===== src/rtl/fl_if.sv =====
// -----------------------------------------------------------------------------
// fl_if : rename-stage <-> free-list bundle.
//   master (ROB / rename side) drives dispatch and retire requests and reads
//   the two head tags, their valids, the free count and the sticky error flag.
//   slave  (free list) is the reverse.
// Build option: FL_RECOVER_EN adds rob_recover (master -> slave).
// -----------------------------------------------------------------------------
interface fl_if #(
    parameter int PR_WIDTH = 7,
    parameter int CNT_W    = 6
);
    logic [1:0]          rob_dispatch_num;
    logic [1:0]          rob_retire_num;
    logic [PR_WIDTH-1:0] rob_retire_told0;
    logic [PR_WIDTH-1:0] rob_retire_told1;
`ifdef FL_RECOVER_EN
    logic                rob_recover;
`endif
    logic [PR_WIDTH-1:0] fl_pr0;
    logic [PR_WIDTH-1:0] fl_pr1;
    logic                fl_pr0_valid;
    logic                fl_pr1_valid;
    logic [CNT_W-1:0]    fl_num_free;
    logic                fl_error;

`ifdef FL_RECOVER_EN
    modport master (
        output rob_dispatch_num, rob_retire_num, rob_retire_told0, rob_retire_told1, rob_recover,
        input  fl_pr0, fl_pr1, fl_pr0_valid, fl_pr1_valid, fl_num_free, fl_error
    );
    modport slave (
        input  rob_dispatch_num, rob_retire_num, rob_retire_told0, rob_retire_told1, rob_recover,
        output fl_pr0, fl_pr1, fl_pr0_valid, fl_pr1_valid, fl_num_free, fl_error
    );
`else
    modport master (
        output rob_dispatch_num, rob_retire_num, rob_retire_told0, rob_retire_told1,
        input  fl_pr0, fl_pr1, fl_pr0_valid, fl_pr1_valid, fl_num_free, fl_error
    );
    modport slave (
        input  rob_dispatch_num, rob_retire_num, rob_retire_told0, rob_retire_told1,
        output fl_pr0, fl_pr1, fl_pr0_valid, fl_pr1_valid, fl_num_free, fl_error
    );
`endif
endinterface


===== src/rtl/fl.sv =====
// -----------------------------------------------------------------------------
// fl : physical-register free list for a 2-wide R10K-style rename stage.
//   Circular FIFO of FL_DEPTH tags. Up to two tags are handed out per cycle
//   (fl_pr0/fl_pr1, read straight from the head, zero-cycle latency) and up to
//   two stale tags (Told) are written back at the tail per cycle.
// Ports:
//   clock  - posedge clock
//   reset  - asynchronous, active-low
//   bus    - fl_if.slave: dispatch/retire requests in; head tags, valids,
//            free count and sticky error flag out
// Build option: FL_RECOVER_EN adds bus.rob_recover and an architectural head
//   pointer; a recover rewinds head to it and marks the list full again.
// -----------------------------------------------------------------------------
module fl #(
    parameter int PR_NUM   = 64,
    parameter int AR_NUM   = 32,
    parameter int PR_WIDTH = 7,
    parameter int FL_DEPTH = PR_NUM - AR_NUM
) (
    input  logic clock,
    input  logic reset,
    fl_if.slave  bus
);
    localparam int PTR_W = $clog2(FL_DEPTH);
    localparam int CNT_W = PTR_W + 1;
    localparam int CW1   = CNT_W + 1;

    logic [PR_WIDTH-1:0] entry [FL_DEPTH];
    logic [PTR_W-1:0]    head, tail;
    logic [CNT_W-1:0]    count;
    logic                error;

    logic [1:0]          d, r, d_eff, r_eff;
    logic                d_ok, r_ok, rec;
    logic [CW1-1:0]      after_alloc, after_free;
    logic [PTR_W-1:0]    head_p1, tail_p1;

`ifdef FL_RECOVER_EN
    logic [PTR_W-1:0]    arch_head, arch_head_nxt;
    assign rec           = bus.rob_recover;
    assign arch_head_nxt = arch_head + PTR_W'(r_eff);
`else
    assign rec = 1'b0;
`endif

    always_comb begin
        d = bus.rob_dispatch_num;
        r = bus.rob_retire_num;
        // A recover cancels dispatch outright, so it is neither applied nor an error.
        d_ok        = (d != 2'd3) && (CNT_W'(d) <= count);
        d_eff       = (d_ok && !rec) ? d : 2'd0;
        // Free legality is judged after the (legal) allocation of the same cycle.
        after_alloc = {1'b0, count} - CW1'(d_eff);
        r_ok        = (r != 2'd3) && ((after_alloc + CW1'(r)) <= CW1'(FL_DEPTH));
        r_eff       = r_ok ? r : 2'd0;
        after_free  = after_alloc + CW1'(r_eff);
    end

    assign head_p1 = head + PTR_W'(1);
    assign tail_p1 = tail + PTR_W'(1);

    always_ff @(posedge clock or negedge reset) begin
        if (!reset) begin
            for (int i = 0; i < FL_DEPTH; i++) entry[i] <= PR_WIDTH'(AR_NUM + i);
            head  <= '0;
            tail  <= '0;
            count <= CNT_W'(FL_DEPTH);
            error <= 1'b0;
`ifdef FL_RECOVER_EN
            arch_head <= '0;
`endif
        end else begin
            if (r_eff != 2'd0) entry[tail]    <= bus.rob_retire_told0;
            if (r_eff == 2'd2) entry[tail_p1] <= bus.rob_retire_told1;
            tail  <= tail + PTR_W'(r_eff);
            error <= error | (!d_ok && !rec) | !r_ok;
`ifdef FL_RECOVER_EN
            arch_head <= arch_head_nxt;
            if (rec) begin
                head  <= arch_head_nxt;
                count <= CNT_W'(FL_DEPTH);
            end else begin
                head  <= head + PTR_W'(d_eff);
                count <= after_free[CNT_W-1:0];
            end
`else
            head  <= head + PTR_W'(d_eff);
            count <= after_free[CNT_W-1:0];
`endif
        end
    end

    // Outputs read registered state only: a tag written this cycle is not
    // bypassed to the head ports.
    assign bus.fl_pr0       = entry[head];
    assign bus.fl_pr1       = entry[head_p1];
    assign bus.fl_pr0_valid = (count != '0);
    assign bus.fl_pr1_valid = (count > CNT_W'(1));
    assign bus.fl_num_free  = count;
    assign bus.fl_error     = error;
endmodule


===== src/flat_wrapper.sv =====
// flat-port wrapper written by rule: the top's interface ports become plain ports
module fl_flat 
#(
    parameter int PR_NUM   = 64,
    parameter int AR_NUM   = 32,
    parameter int PR_WIDTH = 7,
    parameter int FL_DEPTH = PR_NUM - AR_NUM
)
  (clock, reset, bus_rob_dispatch_num, bus_rob_retire_num, bus_rob_retire_told0, bus_rob_retire_told1, bus_fl_pr0, bus_fl_pr1, bus_fl_pr0_valid, bus_fl_pr1_valid, bus_fl_num_free, bus_fl_error);
  fl_if #(.PR_WIDTH(PR_WIDTH)) bus_i ();
  input  logic clock;
  input  logic reset;
  input wire logic [$bits(bus_i.rob_dispatch_num)-1:0] bus_rob_dispatch_num;
  input wire logic [$bits(bus_i.rob_retire_num)-1:0] bus_rob_retire_num;
  input wire logic [$bits(bus_i.rob_retire_told0)-1:0] bus_rob_retire_told0;
  input wire logic [$bits(bus_i.rob_retire_told1)-1:0] bus_rob_retire_told1;
  output wire logic [$bits(bus_i.fl_pr0)-1:0] bus_fl_pr0;
  output wire logic [$bits(bus_i.fl_pr1)-1:0] bus_fl_pr1;
  output wire logic [$bits(bus_i.fl_pr0_valid)-1:0] bus_fl_pr0_valid;
  output wire logic [$bits(bus_i.fl_pr1_valid)-1:0] bus_fl_pr1_valid;
  output wire logic [$bits(bus_i.fl_num_free)-1:0] bus_fl_num_free;
  output wire logic [$bits(bus_i.fl_error)-1:0] bus_fl_error;
  assign bus_i.rob_dispatch_num = bus_rob_dispatch_num;
  assign bus_i.rob_retire_num = bus_rob_retire_num;
  assign bus_i.rob_retire_told0 = bus_rob_retire_told0;
  assign bus_i.rob_retire_told1 = bus_rob_retire_told1;
  assign bus_fl_pr0 = bus_i.fl_pr0;
  assign bus_fl_pr1 = bus_i.fl_pr1;
  assign bus_fl_pr0_valid = bus_i.fl_pr0_valid;
  assign bus_fl_pr1_valid = bus_i.fl_pr1_valid;
  assign bus_fl_num_free = bus_i.fl_num_free;
  assign bus_fl_error = bus_i.fl_error;
  fl #(.PR_NUM(PR_NUM), .AR_NUM(AR_NUM), .PR_WIDTH(PR_WIDTH), .FL_DEPTH(FL_DEPTH)) u_core (.clock(clock), .reset(reset), .bus(bus_i));
endmodule

===== config.mk =====
export PLATFORM = sky130hd
export DESIGN_NAME = fl_flat
export DESIGN_NICKNAME = d
export VERILOG_FILES = /design/src/rtl/fl_if.sv /design/src/rtl/fl.sv /design/src/flat_wrapper.sv
export SDC_FILE = /design/constraint.sdc
export NUM_CORES = 1
export LEC_CHECK = 0
export ABC_AREA = 1
export BUFFER_PORTS_ARGS = -buffer_cell sky130_fd_sc_hd__buf_4
export CAP_MARGIN = 20
export CORE_ASPECT_RATIO = 1.1
export CORE_MARGIN = 2
export CORE_UTILIZATION = 60
export DETAILED_ROUTE_END_ITERATION = 10
export GPL_TIMING_DRIVEN = 0
export PLACE_DENSITY = 0.83
export SKIP_LAST_GASP = 1
export SYNTH_ARGS = -nofsm -noshare
export SYNTH_HDL_FRONTEND = slang
export SYNTH_SLANG_ARGS = --single-unit

===== constraint.sdc =====
create_clock -name clock -period 5.7 [get_ports clock]
set_input_delay 0.57 -clock clock [delete_from_list [all_inputs] [get_ports clock]]
set_output_delay 0.57 -clock clock [all_outputs]
set_load 0.02 [all_outputs]

# After elaboration in Yosys (flattened, before gate mapping)
# Cells that the tools add are included.
[word_totals]
output_inout_bits = 23
in_bits = 20
wordCells = 85
reg_bits = 241
[classes]
eq_ne = 3
addsub = 7
magnitude_cmp = 9
mux = 16
n_reduce_logical = 8
n_bitwise = 6
[ops]
columns = ["operator", "count"]
rows = [
  ["$bwmux W224", 2],
  ["$mux W224", 2],
  ["$bmux W7 S5", 2],
  ["$demux W7 S5", 2],
  ["$mux W7", 6],
  ["$ge A6 B6 Y1 const B", 4],
  ["$not A5 Y6", 4],
  ["$lt A6 B1 Y1 const B", 2],
  ["$add A5 B1 Y5 const B", 2],
  ["$add A5 B2 Y5", 2],
  ["$add A7 B2 Y7", 1],
  ["$le A7 B6 Y1 const B", 1],
  ["$sub A6 B2 Y7", 1],
  ["$add A6 B2 Y6", 1],
  ["$gt A6 B1 Y1 const B", 1],
  ["$le A2 B6 Y1", 1],
  ["$reduce_bool A6 Y1", 1],
  ["$logic_and A1 B1 Y1", 4],
  ["$mux W2", 2],
  ["$ne A2 B2 Y1 const B", 2],
  ["$eq A2 B2 Y1 const B", 1],
  ["$logic_not A1 Y1", 2],
  ["$or A1 B1 Y1", 2],
  ["$reduce_bool A2 Y1", 1],
]

# Depth between registers and ports, before layout
[depth]
word_depth = 12
depth_mapped = 29
ltp_nobuf = 28

# Least setup slack after synthesis
# No wires, ideal clock.
[synth_path]
path_type = "flip-flop to flip-flop"
from = "reg u_core.count[1] (netlist: u_core.bus.fl_num_free[1])"
to = "reg u_core.tail[4]"
stages_incl_launch_ff = 25
path_slack_ns = 1.206
n_path_buf = 1
required_time_ns = 5.571
arrival_ns = 4.365
cell_sequence = "dfrtp_1 -> inv_1 -> ha_1 -> inv_1 -> nor2_1 -> o21a_1 -> a22oi_1 -> inv_1 -> nor2_1 -> ha_1 -> inv_1 -> fa_1 -> inv_1 -> fa_1 -> inv_1 -> nor2_1 -> nand3_1 -> nor2_1 -> a21oi_2 -> nor2_4 -> nand2_4 -> buf_6 -> fa_1 -> o21ai_0 -> o21ai_0"
[synth_via]
elab_chain_cells = 9
[synth_rtl]
columns = ["item", "line_no", "rtl"]
rows = [
  ["start, declared", "fl.sv:30", "logic [CNT_W-1:0] count;"],
  ["start signal, assigned", "fl.sv:67", "count <= CNT_W'(FL_DEPTH);"],
  ["start signal, assigned", "fl.sv:88", "count <= after_free[CNT_W-1:0];"],
  ["$le A2 B6 Y1", "fl.sv:50", "d_ok = (d != 2'd3) && (CNT_W'(d) <= count);"],
  ["$logic_and A1 B1 Y1", "fl.sv:50", ""],
  ["$mux W2", "fl.sv:51", "d_eff = (d_ok && !rec) ? d : 2'd0;"],
  ["$sub A6 B2 Y7 *", "fl.sv:53", "after_alloc = {1'b0, count} - CW1'(d_eff);"],
  ["$add A7 B2 Y7 *", "fl.sv:54", "r_ok = (r != 2'd3) && ((after_alloc + CW1'(r)) <= CW1'(FL_DEPTH));"],
  ["$le A7 B6 Y1 *", "fl.sv:54", ""],
  ["$logic_and A1 B1 Y1 *", "fl.sv:54", ""],
  ["$mux W2 *", "fl.sv:55", "r_eff = r_ok ? r : 2'd0;"],
  ["$add A5 B2 Y5 *", "fl.sv:75", "tail <= tail + PTR_W'(r_eff);"],
  ["end signal, assigned", "fl.sv:75", ""],
  ["end, declared", "fl.sv:29", "logic [PTR_W-1:0] head, tail;"],
]
# Every way passes the cells marked *; elsewhere a longest branch is shown, timed or not.

# Worst setup path after layout
[layout_path]
from = "reg u_core.count[1] (netlist: u_core.bus.fl_num_free[1])"
to = "reg u_core.count[5] (netlist: u_core.bus.fl_num_free[5])"
[layout_via]
elab_chain_cells = 9
[layout_rtl]
columns = ["item", "line_no", "rtl"]
rows = [
  ["$le A2 B6 Y1", "fl.sv:50", ""],
  ["$logic_and A1 B1 Y1", "fl.sv:50", ""],
  ["$mux W2", "fl.sv:51", ""],
  ["$sub A6 B2 Y7 *", "fl.sv:53", ""],
  ["$add A7 B2 Y7", "fl.sv:54", ""],
  ["$le A7 B6 Y1", "fl.sv:54", ""],
  ["$logic_and A1 B1 Y1", "fl.sv:54", ""],
  ["$mux W2", "fl.sv:55", ""],
  ["$add A6 B2 Y6 *", "fl.sv:56", "after_free = after_alloc + CW1'(r_eff);"],
  ["net u_core.after_free[5]", "fl.sv:35", "logic [CW1-1:0] after_alloc, after_free;"],
]
# The timed path passes the listed nets; every way through them passes the cells marked *.

==> impl_metrics.yaml <==
outcome:
  status: "completed"
routing:
  drt_iter0_markers: 3774
  avgViaCountPerCell: 6.399
  drt_pass1_iterations: 10
  vias: 22210
  drt_wl_total_um: 84680
  wl_per_cell_um: 24.40
  drtAntennaViolNets: 0
  drcViolationCount: 0
final_layout:
  final_layout_size_suffix_gt1_share_pct: 10.70
  synthToLayoutAreaGrowth_pct: 10.13
  final_cells: 3470
  final_nets: 3072
  stdcell_area_mm2: 0.02045
  n_antenna_cell: 0
synthesis:
  netlist_top_cells_count: "1,022 x nand2_1, 344 x nand3_1, 334 x inv_1"
  synth.net_count: 2997
  async_reset_ff_share_pct: 100.0
  synthCells: 2959
  yosys_warnings: 0
  ys_ff_latch: 241
  synthesis.area_mm2: 0.01857
  synth-seq-area-share_pct: 33.23
  yosysTopAreaCellShare_pct: 20.66
  ys.flop_type: "dfrtp_1"
  syn_avg_cell_area_um2: 6.276
  synth_edf_count: 0
  yosysMostFrequentCell: "nand2_1"
  synthTopCellsByArea: "nand2_1 21%, dfrtp_1 17%, dfstp_2 16%"
  synth_cell_types: 37
  yosysTopAreaCell: "nand2_1"
power_and_ir_drop:
  power_density_mw_per_mm2: 720.2
  total_power_mw: 14.73
  peakVddDrop_mv: 0.4413
  cellLeakagePower_nw: 10.09
clock_network:
  htree_num_levels: 1
  cts_root_buf: "clkbuf_16"
  numClockSinks: 241
  postCtsResizedCells: 0
  clkTransAtPathRegs_ns: 0.06
  clk_latency_ns: 0.59
  cts_inserted_buffers: 28
  cts_tree: "done"
  clock_path_buffers: 3
timing:
  period_share_pct: 95.44
  max_slew_margin_pct: 17.59
  final_hold_viol_count: 0
  setup_slack_ns: 0.2596
  rsz0062_at_grt: "no"
  layout_min_cycle_time_ns: 5.440
  fin_worst_skew_ns: 0.02733
  drv_slew: 0
  setup_violations: 0
  worst_pin_slew_ns: 1.236
  final.setup.tns_ns: 0
  timing.fmax_mhz: 183.8
floorplan:
  dieArea_mm2: 0.03238
  rows: 67
  die_h_um: 188.5
  num_io_pins: 43
  coreArea_mm2: 0.03051
  die_w_um: 171.7
  initial_core_util_pct: 60.86
place:
  dpl.cell_count: 3417
  portBuffers: 42
  post-dp-hpwl_um: 62150
  placed_cell_area_mm2: 0.01947
  place_congestion: 1.106
  dp_slack_ns: 0.2989
grt:
  track_usage_pct: 51.72
  grt_max_degree: 114
  grt_overflow_total: 0
  antenna_found_initial: 0
  grt_pass1_wl_um: 123800
  grt_pass1_vias: 20610
flow_run:
  maxCapViolations: 0
critical_path:
  crit_type: "reg2reg"
  r2r_setup_slack_ns: 0.26
  crit_cells: 26
  r2r-start: "u_core.bus.fl_num_free[1]"
  cp-end-kind: "flip-flop"
  crit_fanout: 8
  start_kind: "flip-flop"
  cp_top_family: "adder cells"
  crit_buf_inv: 7
  path_common_cell: "inv_1"
  crit_path_start: "u_core.bus.fl_num_free[1]"
  regToRegEndpoint: "u_core.bus.fl_num_free[5]"
  crit_end: "u_core.bus.fl_num_free[5]"
  worstPathRequired_ns: 6.21
  critPathSlowestCell: "fa_1"
  arrival_ns: 5.95
  r2r_cells: 26
  slowest_delay_ns: 0.61
worst_hold_path:
  holdCritPathClass: "in2reg"
cell families (layout without fill, tap and decap cells):
kind of cell | count (synthesis) | after routing | share of synthesized area, %
flops | 241 | 241 | 33.23
buf+inv | 553 | 650 | 11.58
simple gates | 1530 | 1530 | 34.70
fa+ha+maj | 18 | 18 | 1.415
xor+xnor | 12 | 12 | 0.5660
compound gates | 605 | 605 | 18.51
state kept, by name, summed over array words and instances (netlist names):
register,count
u_core.entry,224
u_core.bus.fl_num_free,6
u_core.head,5
u_core.tail,5
u_core.bus.fl_error,1
how the worst min path moves through the flow:
stage,slack (ns),from,end,cells past startpoint
after floorplan,0.27,reset,u_core.bus.fl_error,0
after global placement,0.46,u_core.bus.fl_error,u_core.bus.fl_error,2
after detailed placement,0.46,u_core.bus.fl_error,u_core.bus.fl_error,2
after CTS,0.25,bus_rob_retire_told1[2],u_core.entry[58],3
after global routing,0.27,bus_rob_retire_told1[2],u_core.entry[58],3
final,0.26,bus_rob_retire_told1[5],u_core.entry[54],3
metrics by stage:
stage	hold slack (ns)	utilization (%)
after floorplan	0.2744	-
after global placement	0.4623	63.59
after detailed placement	0.4632	63.80
after CTS	0.2524	67.02
after global routing	0.2658	67.02
final	0.2573	67.02
cell type report:
class | instances | area [µm²]
fillers | 2671 | 10060
multi-input cells | 2165 | 10250
repair buffers | 45 | 387.9
clock buffers | 40 | 835.8
flip-flops and latches | 241 | 6172
clock inverters | 12 | 138.9
plain buffers | 173 | 724.4
well taps | 414 | 518.0
inverters | 380 | 1426
power breakdown:
part           internal (mW)  leakage, nW  switching (mW)
combinational           2.62         6.88            6.74
sequential              2.75         2.72           0.709
clock                   1.11        0.488           0.800
total                   6.48         10.1            8.25
cell usage in the layout (no fill, tap or decap), drive strengths merged, types with 3 or more instances in the layout:
master   instances
o22ai            4
a31oi           21
o221ai           3
fa               5
nand4            3
nor2           128
nand3          344
clkinv          22
o2111ai         63
nor3             7
xnor2            3
clkbuf         178
a21oi          170
nand2         1048
o31ai            3
inv            368
buf             79
o211ai          44
o21ai          295
xor2             9
ha              13
dfrtp          128
dfstp          113
repair_timing:
item                      CTS  global route
hold endpoints to repair   28             0
hold buffers                1             0
setup buffers               0             0
worst register-to-register path: cells and delay by family (launching register included):
| kind | cells | cell delay (ns) |
|---|---|---|
| AO/OA/AOI/OAI | 4 | 0.60 |
| XOR/XNOR | 1 | 0.16 |
| adder cells (fa/ha/maj) | 5 | 1.98 |
| buffers and inverters | 7 | 0.76 |
| flip-flops | 1 | 0.42 |
| AND/OR/NAND/NOR | 9 | 1.45 |
metal layers:
metal / vias up / wire length [µm] / GRT usage [%]
li1: 9753 / - / -
met1: 10010 / 28980 / 63.85
met2: 1900 / 33980 / 73.22
met3: 540 / 13300 / 18.82
met4: 0 / 8411 / 39.14
met5: - / 0 / 0
Note: power is estimated with default switching activity, not from simulation.
